[config.mk]
export PLATFORM = sky130hd
export DESIGN_NAME = fp_mult_pipe
export DESIGN_NICKNAME = d
export VERILOG_FILES = /design/src/rtl/fp_mult_pipe.sv
export SDC_FILE = /design/constraint.sdc
export NUM_CORES = 1
export LEC_CHECK = 0
export ABC_AREA = 0
export CORE_UTILIZATION = 58
export CTS_CLUSTER_SIZE = 40
export DETAILED_ROUTE_END_ITERATION = 6
export PLACE_DENSITY = 0.77
export SLEW_MARGIN = 10
export SYNTH_ARGS = -nofsm -noshare
export SYNTH_HDL_FRONTEND = slang
export SYNTH_SLANG_ARGS = --single-unit
[constraint.sdc]
create_clock -name CLK -period 12 [get_ports CLK]
set_input_delay 2.4 -clock CLK [delete_from_list [all_inputs] [get_ports CLK]]
set_output_delay 2.4 -clock CLK [all_outputs]
set_load 0.02 [all_outputs]
[src/rtl/fp_mult_pipe.sv]
// fp_mult_pipe: three-stage pipelined IEEE-754 binary multiplier with a
// valid/ready handshake, per-operation rounding mode, gradual underflow,
// exception flags {invalid, overflow, underflow, inexact} and a sideband tag.
module fp_mult_pipe #(
  parameter int EXP_W  = 5,
  parameter int FRAC_W = 10,
  parameter int TAG_W  = 4
) (
  input  logic                    CLK,
  input  logic                    RST,
  input  logic                    in_valid,
  output logic                    in_ready,
  input  logic [EXP_W+FRAC_W:0]   in_a,
  input  logic [EXP_W+FRAC_W:0]   in_b,
  input  logic [1:0]              in_rm,
  input  logic [TAG_W-1:0]        in_tag,
  output logic                    out_valid,
  input  logic                    out_ready,
  output logic [EXP_W+FRAC_W:0]   out_result,
  output logic [3:0]              out_flags,
  output logic [TAG_W-1:0]        out_tag
);
  localparam int W    = 1 + EXP_W + FRAC_W;
  localparam int MW   = FRAC_W + 1;
  localparam int PW   = 2 * MW;
  localparam int EW   = EXP_W + 2;
  localparam int BIAS = (1 << (EXP_W - 1)) - 1;
  localparam int EMAX = (1 << EXP_W) - 1;
  localparam logic [1:0] RM_RNE = 2'b00;
  localparam logic [1:0] RM_RTZ = 2'b01;
  localparam logic [1:0] RM_RDN = 2'b10;
  localparam logic [1:0] RM_RUP = 2'b11;

  typedef struct packed {
    logic                 sign;
    logic                 zero;
    logic                 inf;
    logic                 nan;
    logic                 snan;
    logic signed [EW-1:0] exp;
    logic [MW-1:0]        man;
  } opnd_t;

  function automatic int lzc(input logic [MW-1:0] m);
    int   n;
    logic found;
    n     = 0;
    found = 1'b0;
    for (int i = MW - 1; i >= 0; i--) begin
      if (m[i]) found = 1'b1;
      else if (!found) n = n + 1;
    end
    return n;
  endfunction

  // Subnormals come out with the leading one at the MSB and a matching
  // (more negative) unbiased exponent, so S2/S3 treat every finite operand alike.
  function automatic opnd_t unpack(input logic [W-1:0] x);
    opnd_t             o;
    logic [EXP_W-1:0]  e;
    logic [FRAC_W-1:0] f;
    int                lz;
    e      = x[W-2:FRAC_W];
    f      = x[FRAC_W-1:0];
    o.sign = x[W-1];
    o.zero = (e == '0) && (f == '0);
    o.inf  = (e == '1) && (f == '0);
    o.nan  = (e == '1) && (f != '0);
    o.snan = o.nan && !f[FRAC_W-1];
    if (e == '0) begin
      lz    = lzc({1'b0, f});
      o.man = {1'b0, f} << lz;
      o.exp = EW'(1 - BIAS - lz);
    end else begin
      o.man = {1'b1, f};
      o.exp = EW'(int'(e) - BIAS);
    end
    return o;
  endfunction

  function automatic logic rnd_inc(input logic [1:0] rm, input logic sign,
                                   input logic lsb, input logic g,
                                   input logic r, input logic s);
    case (rm)
      RM_RNE:  return g & (r | s | lsb);
      RM_RTZ:  return 1'b0;
      RM_RDN:  return sign & (g | r | s);
      default: return !sign & (g | r | s);
    endcase
  endfunction

  // Overflow saturates to infinity only when the rounding direction points away from zero.
  function automatic logic [W-1:0] sat_ovf(input logic sign, input logic [1:0] rm);
    logic to_inf;
    to_inf = (rm == RM_RNE) | ((rm == RM_RUP) & !sign) | ((rm == RM_RDN) & sign);
    if (to_inf) return {sign, {EXP_W{1'b1}}, {FRAC_W{1'b0}}};
    else        return {sign, {(EXP_W-1){1'b1}}, 1'b0, {FRAC_W{1'b1}}};
  endfunction

  logic                 adv1, adv2, adv3;
  opnd_t                ua, ub;
  logic                 spc_d, spc_inv_d;
  logic [W-1:0]         spc_res_d;

  logic                 vld_p1_q, sign_p1_q, spc_p1_q, spc_inv_p1_q;
  logic [W-1:0]         spc_res_p1_q;
  logic signed [EW-1:0] ea_p1_q, eb_p1_q;
  logic [MW-1:0]        ma_p1_q, mb_p1_q;
  logic [1:0]           rm_p1_q;
  logic [TAG_W-1:0]     tag_p1_q;

  logic                 vld_p2_q, sign_p2_q, spc_p2_q, spc_inv_p2_q;
  logic [W-1:0]         spc_res_p2_q;
  logic signed [EW-1:0] esum_p2_q;
  logic [PW-1:0]        prod_p2_q;
  logic [1:0]           rm_p2_q;
  logic [TAG_W-1:0]     tag_p2_q;

  logic                 vld_p3_q;
  logic [W-1:0]         res_p3_q, res_p3_d;
  logic [3:0]           flg_p3_q, flg_p3_d;
  logic [TAG_W-1:0]     tag_p3_q;

  logic [PW-1:0]        norm_p, shf_p;
  logic signed [EW-1:0] be, exp_r;
  int                   sh;
  logic                 lost, g, r, s, inx, inc, tiny, ovf;
  logic [MW-1:0]        k;
  logic [MW:0]          kr;

  assign adv3       = !vld_p3_q | out_ready;
  assign adv2       = !vld_p2_q | adv3;
  assign adv1       = !vld_p1_q | adv2;
  assign in_ready   = adv1 & !RST;
  assign out_valid  = vld_p3_q;
  assign out_result = res_p3_q;
  assign out_flags  = flg_p3_q;
  assign out_tag    = tag_p3_q;

  assign ua = unpack(in_a);
  assign ub = unpack(in_b);

  // Stage 1 special-case resolution, in priority order: NaN, 0*inf, inf, zero.
  always_comb begin
    spc_d     = 1'b1;
    spc_inv_d = 1'b0;
    spc_res_d = '1;
    if (ua.nan | ub.nan)
      spc_inv_d = ua.snan | ub.snan;
    else if ((ua.zero & ub.inf) | (ua.inf & ub.zero))
      spc_inv_d = 1'b1;
    else if (ua.inf | ub.inf)
      spc_res_d = {ua.sign ^ ub.sign, {EXP_W{1'b1}}, {FRAC_W{1'b0}}};
    else if (ua.zero | ub.zero)
      spc_res_d = {ua.sign ^ ub.sign, {(W-1){1'b0}}};
    else
      spc_d = 1'b0;
  end

  // Stage 1/2 valid bits; reset discards anything in flight.
  always_ff @(posedge CLK) begin
    if (RST) begin
      vld_p1_q <= 1'b0;
      vld_p2_q <= 1'b0;
    end else begin
      if (adv1) vld_p1_q <= in_valid;
      if (adv2) vld_p2_q <= vld_p1_q;
    end
  end

  // Stage 1 register: unpacked operands, special-case result, rm and tag.
  always_ff @(posedge CLK) begin
    if (adv1) begin
      sign_p1_q    <= ua.sign ^ ub.sign;
      ea_p1_q      <= ua.exp;
      eb_p1_q      <= ub.exp;
      ma_p1_q      <= ua.man;
      mb_p1_q      <= ub.man;
      spc_p1_q     <= spc_d;
      spc_inv_p1_q <= spc_inv_d;
      spc_res_p1_q <= spc_res_d;
      rm_p1_q      <= in_rm;
      tag_p1_q     <= in_tag;
    end
  end

  // Stage 2 register: full significand product and exponent sum.
  always_ff @(posedge CLK) begin
    if (adv2) begin
      sign_p2_q    <= sign_p1_q;
      esum_p2_q    <= ea_p1_q + eb_p1_q;
      prod_p2_q    <= PW'(ma_p1_q) * PW'(mb_p1_q);
      spc_p2_q     <= spc_p1_q;
      spc_inv_p2_q <= spc_inv_p1_q;
      spc_res_p2_q <= spc_res_p1_q;
      rm_p2_q      <= rm_p1_q;
      tag_p2_q     <= tag_p1_q;
    end
  end

  // Stage 3 datapath: normalise by one, denormalise if tiny, round, saturate, pack.
  always_comb begin
    if (prod_p2_q[PW-1]) begin
      norm_p = prod_p2_q;
      be     = esum_p2_q + EW'(BIAS + 1);
    end else begin
      norm_p = prod_p2_q << 1;
      be     = esum_p2_q + EW'(BIAS);
    end
    tiny = be[EW-1] | (be == '0);
    sh   = 0;
    if (tiny) begin
      sh = 1 - int'(be);
      if (sh > PW) sh = PW;
    end
    shf_p = norm_p >> sh;
    lost  = |(norm_p ^ (shf_p << sh));
    k     = shf_p[PW-1:MW];
    g     = shf_p[MW-1];
    r     = shf_p[MW-2];
    s     = (|shf_p[MW-3:0]) | lost;
    inx   = g | r | s;
    inc   = rnd_inc(rm_p2_q, sign_p2_q, k[0], g, r, s);
    kr    = {1'b0, k} + {{MW{1'b0}}, inc};
    if (tiny) exp_r = {{(EW-1){1'b0}}, kr[MW-1]};
    else      exp_r = be + {{(EW-1){1'b0}}, kr[MW]};
    ovf = !tiny && (exp_r >= EW'(EMAX));

    res_p3_d = {sign_p2_q, exp_r[EXP_W-1:0], kr[MW-2:0]};
    flg_p3_d = {2'b00, tiny & inx, inx};
    if (spc_p2_q) begin
      res_p3_d = spc_res_p2_q;
      flg_p3_d = {spc_inv_p2_q, 3'b000};
    end else if (ovf) begin
      res_p3_d = sat_ovf(sign_p2_q, rm_p2_q);
      flg_p3_d = 4'b0101;
    end
  end

  // Stage 3 register drives the outputs directly and holds them while stalled.
  always_ff @(posedge CLK) begin
    if (RST) begin
      vld_p3_q <= 1'b0;
      res_p3_q <= '0;
      flg_p3_q <= '0;
      tag_p3_q <= '0;
    end else if (adv3) begin
      vld_p3_q <= vld_p2_q;
      if (vld_p2_q) begin
        res_p3_q <= res_p3_d;
        flg_p3_q <= flg_p3_d;
        tag_p3_q <= tag_p2_q;
      end
    end
  end

endmodule
# [Word-level counts from Yosys, hierarchy flattened]
# Cells that the tools add are included.
[op_classes] add_sub_neg=30 shifts=4 n_reduce_logical=30 mul=1 n_lt_le_gt_ge=2 eq_ne=5 bitwise_logic=27 mux=114
[op_table] cell="$mux W32" n=62
[op_table] cell="$add A32 B2 Y32 const B" n=20
[op_table] cell="$shl A10 B32 Y11" n=2
[op_table] cell="$mux W16" n=3
[op_table] cell="$mux W1" n=39
[op_table] cell="$mux W18" n=2
[op_table] cell="$shl A22 B32 Y22" n=1
[op_table] cell="$shr A22 B32 Y22" n=1
[op_table] cell="$mul A11 B11 Y22" n=1
[op_table] cell="$mux W22" n=1
[op_table] cell="$reduce_or A22 Y1" n=1
[op_table] cell="$xor A22 B22 Y22" n=1
[op_table] cell="$logic_not A10 Y1" n=2
[op_table] cell="$reduce_bool A10 Y1" n=2
[op_table] cell="$or A1 B1 Y1" n=16
[op_table] cell="$mux W15" n=1
[op_table] cell="$mux W7" n=2
[op_table] cell="$sub A5 B7 Y7 const A" n=2
[op_table] cell="$add A11 B1 Y12" n=1
[op_table] cell="$sub A5 B4 Y6 const B" n=2
[op_table] cell="$mux W11" n=1
[op_table] cell="$eq A5 B5 Y1 const B" n=2
[op_table] cell="$logic_not A5 Y1" n=2
[op_table] cell="$and A1 B1 Y1" n=9
[op_table] cell="21 further kinds" n=37
[totals] reg_bits=142 out_inout_bits=26 elab_cells=240 inputBits=42

# [Depth between registers and ports, before layout]
[logic_depth] depth_word=43 depth_mapped=45 ltp_nobuf=39

# [Worst setup path before layout]
# Ideal clock, no wire load.
[synth_timing] path_type="reg-to-reg" startpoint="register prod_p2_q[21]" endpoint="register res_p3_q[3], in the netlist out_result[3]" stages_incl_launch_ff=44 slack_ps=2648 setup_ps=74 arrival_ps=9278 required_ps=11926 period_less_slack_ps=9352 n_path_buf=6 cell_sequence="edfxtp_1 > buf_6 > clkbuf_1 > buf_1 > clkbuf_1 > clkbuf_1 > nor2b_1 > xnor2_1 > inv_1 > ha_1 > inv_1 > a2111o_1 > a22oi_2 > o211ai_4 > buf_6 > a311o_1 > a221oi_1 > o22ai_2 > [... 8 more ...] > nand3b_1 > a32o_1 > ha_1 > nand2_1 > nor3b_1 > nand4_1 > nor4_1 > ha_1 > ha_1 > nor2b_1 > a21oi_1 > o21ai_0 > o31ai_1 > o21a_1 > nor2b_1 > nor3_1 > o21ai_0 > a31oi_1"
[synth_via] elab_chain_len=21 word_cells_on_any_way=30 classes_between="add/sub: 3; order compare: 2; shift: 2; mux: 8; bitwise: 10; reduce/logical: 5"
[synth_rtl] element="start: declaration" line_no="115" text="logic [PW-1:0] prod_p2_q;"
[synth_rtl] element="start signal: assignment" line_no="192" text="prod_p2_q <= PW'(ma_p1_q) * PW'(mb_p1_q);"
[synth_rtl] element="$mux W7" line_no="203" text="if (prod_p2_q[PW-1]) begin"
[synth_rtl] element="$sub A2 B7 Y8" line_no="213" text="sh = 1 - int'(be);"
[synth_rtl] element="$gt A8 B6 Y1" line_no="214" text="if (sh > PW) sh = PW;"
[synth_rtl] element="$mux W32" line_no="214"
[synth_rtl] element="$mux W32" line_no="212" text="if (tiny) begin"
[synth_rtl] element="$shr A22 B32 Y22" line_no="216" text="shf_p = norm_p >> sh;"
[synth_rtl] element="$shl A22 B32 Y22" line_no="217" text="lost = |(norm_p ^ (shf_p << sh));"
[synth_rtl] element="$xor A22 B22 Y22" line_no="217"
[synth_rtl] element="[... 5 more ...]"
[synth_rtl] element="$pmux W1 S3" line_no="84" text="case (rm)"
[synth_rtl] element="$add A11 B1 Y12" line_no="224" text="kr = {1'b0, k} + {{MW{1'b0}}, inc};"
[synth_rtl] element="$add A7 B1 Y7" line_no="226" text="else exp_r = be + {{(EW-1){1'b0}}, kr[MW]};"
[synth_rtl] element="$mux W7" line_no="225" text="if (tiny) exp_r = {{(EW-1){1'b0}}, kr[MW-1]};"
[synth_rtl] element="$ge A7 B6 Y1" line_no="227" text="ovf = !tiny && (exp_r >= EW'(EMAX));"
[synth_rtl] element="$logic_and A1 B1 Y1" line_no="227"
[synth_rtl] element="$mux W15 (*)" line_no="234" text="end else if (ovf) begin"
[synth_rtl] element="$mux W16 (*)" line_no="231" text="if (spc_p2_q) begin"
[synth_rtl] element="end signal: assignment" line_no="250" text="res_p3_q <= res_p3_d;"
[synth_rtl] element="end: declaration" line_no="120" text="logic [W-1:0] res_p3_q, res_p3_d;"
# Every way passes the cells marked *; elsewhere a longest branch is shown, timed or not.
# A chain may end at the register's enable or synchronous reset.

# [Worst setup path in the final report]
[layout_timing] startpoint="register esum_p2_q[0]" endpoint="register res_p3_q[7], in the netlist out_result[7]"
[layout_via] elab_chain_len=22 word_cells_on_any_way=31 classes_between="add/sub: 5; order compare: 2; shift: 2; mux: 7; bitwise: 10; reduce/logical: 5"
[layout_rtl] element="start: declaration" line_no="114" text="logic signed [EW-1:0] esum_p2_q;"
[layout_rtl] element="start signal: assignment" line_no="191" text="esum_p2_q <= ea_p1_q + eb_p1_q;"
[layout_rtl] element="$add A7 B5 Y7 / $add A7 B6 Y7 (equally long branches)" line_no="208, 205"
[layout_rtl] element="$mux W7 (*)" line_no="203"
[layout_rtl] element="$sub A2 B7 Y8" line_no="213"
[layout_rtl] element="$gt A8 B6 Y1" line_no="214"
[layout_rtl] element="$mux W32" line_no="214"
[layout_rtl] element="$mux W32" line_no="212"
[layout_rtl] element="$shr A22 B32 Y22" line_no="216"
[layout_rtl] element="$shl A22 B32 Y22" line_no="217"
[layout_rtl] element="[... 6 more ...]"
[layout_rtl] element="$pmux W1 S3" line_no="84"
[layout_rtl] element="$add A11 B1 Y12" line_no="224"
[layout_rtl] element="$add A7 B1 Y7" line_no="226"
[layout_rtl] element="$mux W7" line_no="225"
[layout_rtl] element="$ge A7 B6 Y1" line_no="227"
[layout_rtl] element="$logic_and A1 B1 Y1" line_no="227"
[layout_rtl] element="$mux W15 (*)" line_no="234"
[layout_rtl] element="$mux W16 (*)" line_no="231"
# Marked as above.

==> flow_metrics.tcl <==
set metrics [dict create \
    avgSynthCellArea_um2 8.21 \
    async_reset_ff_share_pct 0 \
    cp.buffers_inverters 3 \
    status "completed" \
    rsz0062_at_grt "false" \
    die-area_um2 26200 \
    grt_overflow 0 \
    die_h_um 162 \
    drv_slew 0 \
    final_cells 2149 \
    synth_top_cell_area_share_pct 18.0 \
    die_w_um 162 \
    cts.clk_slew.worst_paths_ps 60 \
    synth_edf_count 89 \
    cts_buffer_depth 2 \
    wl_per_cell_um 22.3 \
    n_antenna_cell 0 \
    fin_tns_setup_ps 0 \
    cts_resized 0 \
    synth_ff_type "edfxtp_1" \
    grt_pass1_wl_mm 76.3 \
    drc 0 \
    cpMaxStageDelayCell "nand2_1" \
    worst-path-stages 39 \
    worstHoldPathType "flop to flop" \
    gp_congestion 1.06 \
    rr_worst_depth 39 \
    met1_usage_pct 47.5 \
    portBuffers 67 \
    worstReg2RegStart "esum_p2_q[0]" \
    grtUsageTotal_pct 37.2 \
    drv_cap 0 \
    period_minus_slack_ps 10650 \
    post-route-period-util_pct 88.8 \
    place_area_um2 15600 \
    tightestPinTransition_ps 1190 \
    min_to "tag_p2_q[1]" \
    coreArea_um2 25100 \
    cts_made_buffers 17 \
    crit_start "esum_p2_q[0]" \
    synth_area_leaders "edfxtp_1 18%, fa_1 11%, ha_1 8.3%, nand2_1 4.9%, inv_1 3.8%" \
    clock_sinks 116 \
    firstDrtPassIters 7 \
    finalInstanceArea_um2 16200 \
    grt_max_degree 50 \
    grt_use_met2_pct 60.6 \
    synth_most_common_cell "nand2_1" \
    start_util_pct 59.1 \
    startpoint_type "flop" \
    synth_area_um2 14800 \
    final_nets 2027 \
    cts_root_buffer "clkbuf_16" \
    whs_path_depth 0 \
    grt_use_met3_pct 5.85 \
    std_cell_rows 58 \
    dp.cells 2117 \
    fmax_mhz 93.9 \
    antenna_found_initial 0 \
    finalSetupViolCount 0 \
    skew_ps 14.6 \
    synth_nets 2028 \
    required_ps 12330 \
    synth.distinct_cells 99 \
    finalHoldViolCount 0 \
    synth_top_cell_by_area "edfxtp_1" \
    cp_max_fo 27 \
    wl_mm 47.9 \
    ctsHoldBuffers 0 \
    crit_arrival_ps 10980 \
    path_delay_family "simple AND/OR/NAND/NOR gates" \
    worst-setup-path-type "flop to flop" \
    max_stage_delay_ps 770 \
    ys_seq_area_share_pct 21.6 \
    crit_top_cell "ha_1" \
    ys_ff_latch 116 \
    min-delay-start "tag_p1_q[1]" \
    drive_gt1_share_pct 6.54 \
    r2r_slack_ps 1350 \
    syn2layout_area_growth_pct 9.42 \
    cts_tree "yes" \
    drtAntennaViolNets 0 \
    num_vias 14534 \
    grt_pass1_vias 14010 \
    cts_setup_buffers 0 \
    slew_headroom_pct 20.4 \
    cts_max_level 4 \
    syn_inst 1807 \
    grt.busiest_layer "met2" \
    insertion_delay_ps 420 \
    endpoint_kind "flop" \
    drt_iter0_drc 1958 \
    synth_top_cells_by_count "195 x nand2_1, 150 x inv_1, 148 x nor2_1" \
    viasPerCell 6.76 \
    yosysWarnings 0 \
    r2r-end "out_result[7]" \
    pin_count 68 \
    hpwl_mm 36.3 \
]
-- cell usage in the layout, fill, tap and decap left out, types with 24 or more instances in the layout --
master and n:
ha_1 98, nor3_1 52, clkdlybuf4s50_1 67, a21oi_1 91, edfxtp_1 89, nor2_1 147, a211oi_1 24, o21ai_0 95
inv_1 150, xnor2_1 38, mux2i_1 41, and2_1 71, dfxtp_1 27, nand2_1 194, nand3_1 43, a31oi_1 35
fa_1 81, xor2_1 24
-- cell families (layout without fill, tap and decap cells) --
family / count (synthesis) / count (layout) / share of synthesized area, %
adders and majority gates: 180 / 180 / 19.3
and+or+nand+nor: 642 / 642 / 21.2
buffers and inverters: 257 / 269 / 6.88
AOI/OAI and AO/OA: 491 / 491 / 22.9
xor gates and xnor gates: 64 / 64 / 3.95
DFF: 116 / 116 / 21.6
muxes: 57 / 57 / 4.08
-- worst max path at each step --
stage / endpoint / slack [ps]
after floorplan: out_result[3] / 2650
after global placement: out_result[8] / 1970
after detailed placement: out_result[7] / 1630
after CTS: out_result[7] / 1610
after global routing: out_result[7] / 640
final: out_result[7] / 1350
-- per-stage QoR --
stage               util, %  setup slack, ps  hold WS [ps]
floorplan                 -             2650           400
global placement       62.2             1970           400
detailed placement     62.2             1630           405
CTS                    64.7             1610           415
global route           64.7              639           427
finish                 64.7             1350           412
-- registers in the layout (all words and copies together) (netlist names), 2 cells and up --
register and cells:
prod_p2_q 22, out_result 16, ma_p1_q 11, mb_p1_q 11, ea_p1_q 7, eb_p1_q 7, esum_p2_q 7, out_flags 4
out_tag 4, tag_p1_q 4, tag_p2_q 4, spc_res_p1_q 3, spc_res_p2_q 3, rm_p1_q 2, rm_p2_q 2
-- worst reg2reg max path, delay by kind of cell (launching register included) --
family,cells,cell delay (ps)
AO/OA/AOI/OAI,15,3670
XOR/XNOR,1,430
AND/OR/NAND/NOR,14,3900
multiplexers,1,510
flip-flops,1,580
adder cells (fa/ha/maj),5,1200
buffers and inverters,3,270
-- layer usage --
metal	wire [µm]	vias up
met5	0	-
met4	2820	0
met3	4400	209
met2	21800	850
met1	18800	6941
li1	-	6534
-- area by class of cell --
| class | count | area, µm² |
|---|---|---|
| Clock buffer | 22 | 528 |
| Sequential cell | 116 | 3210 |
| Multi-Input combinational cell | 1434 | 10600 |
| Clock inverter | 10 | 81.3 |
| Inverter | 151 | 567 |
| Timing Repair Buffer | 86 | 813 |
| Tap cell | 330 | 413 |
| Fill cell | 2152 | 8870 |
Power is left out: the tool's default activity adds up to more than one toggle a clock period on the data nets, which glitch-free logic cannot reach.
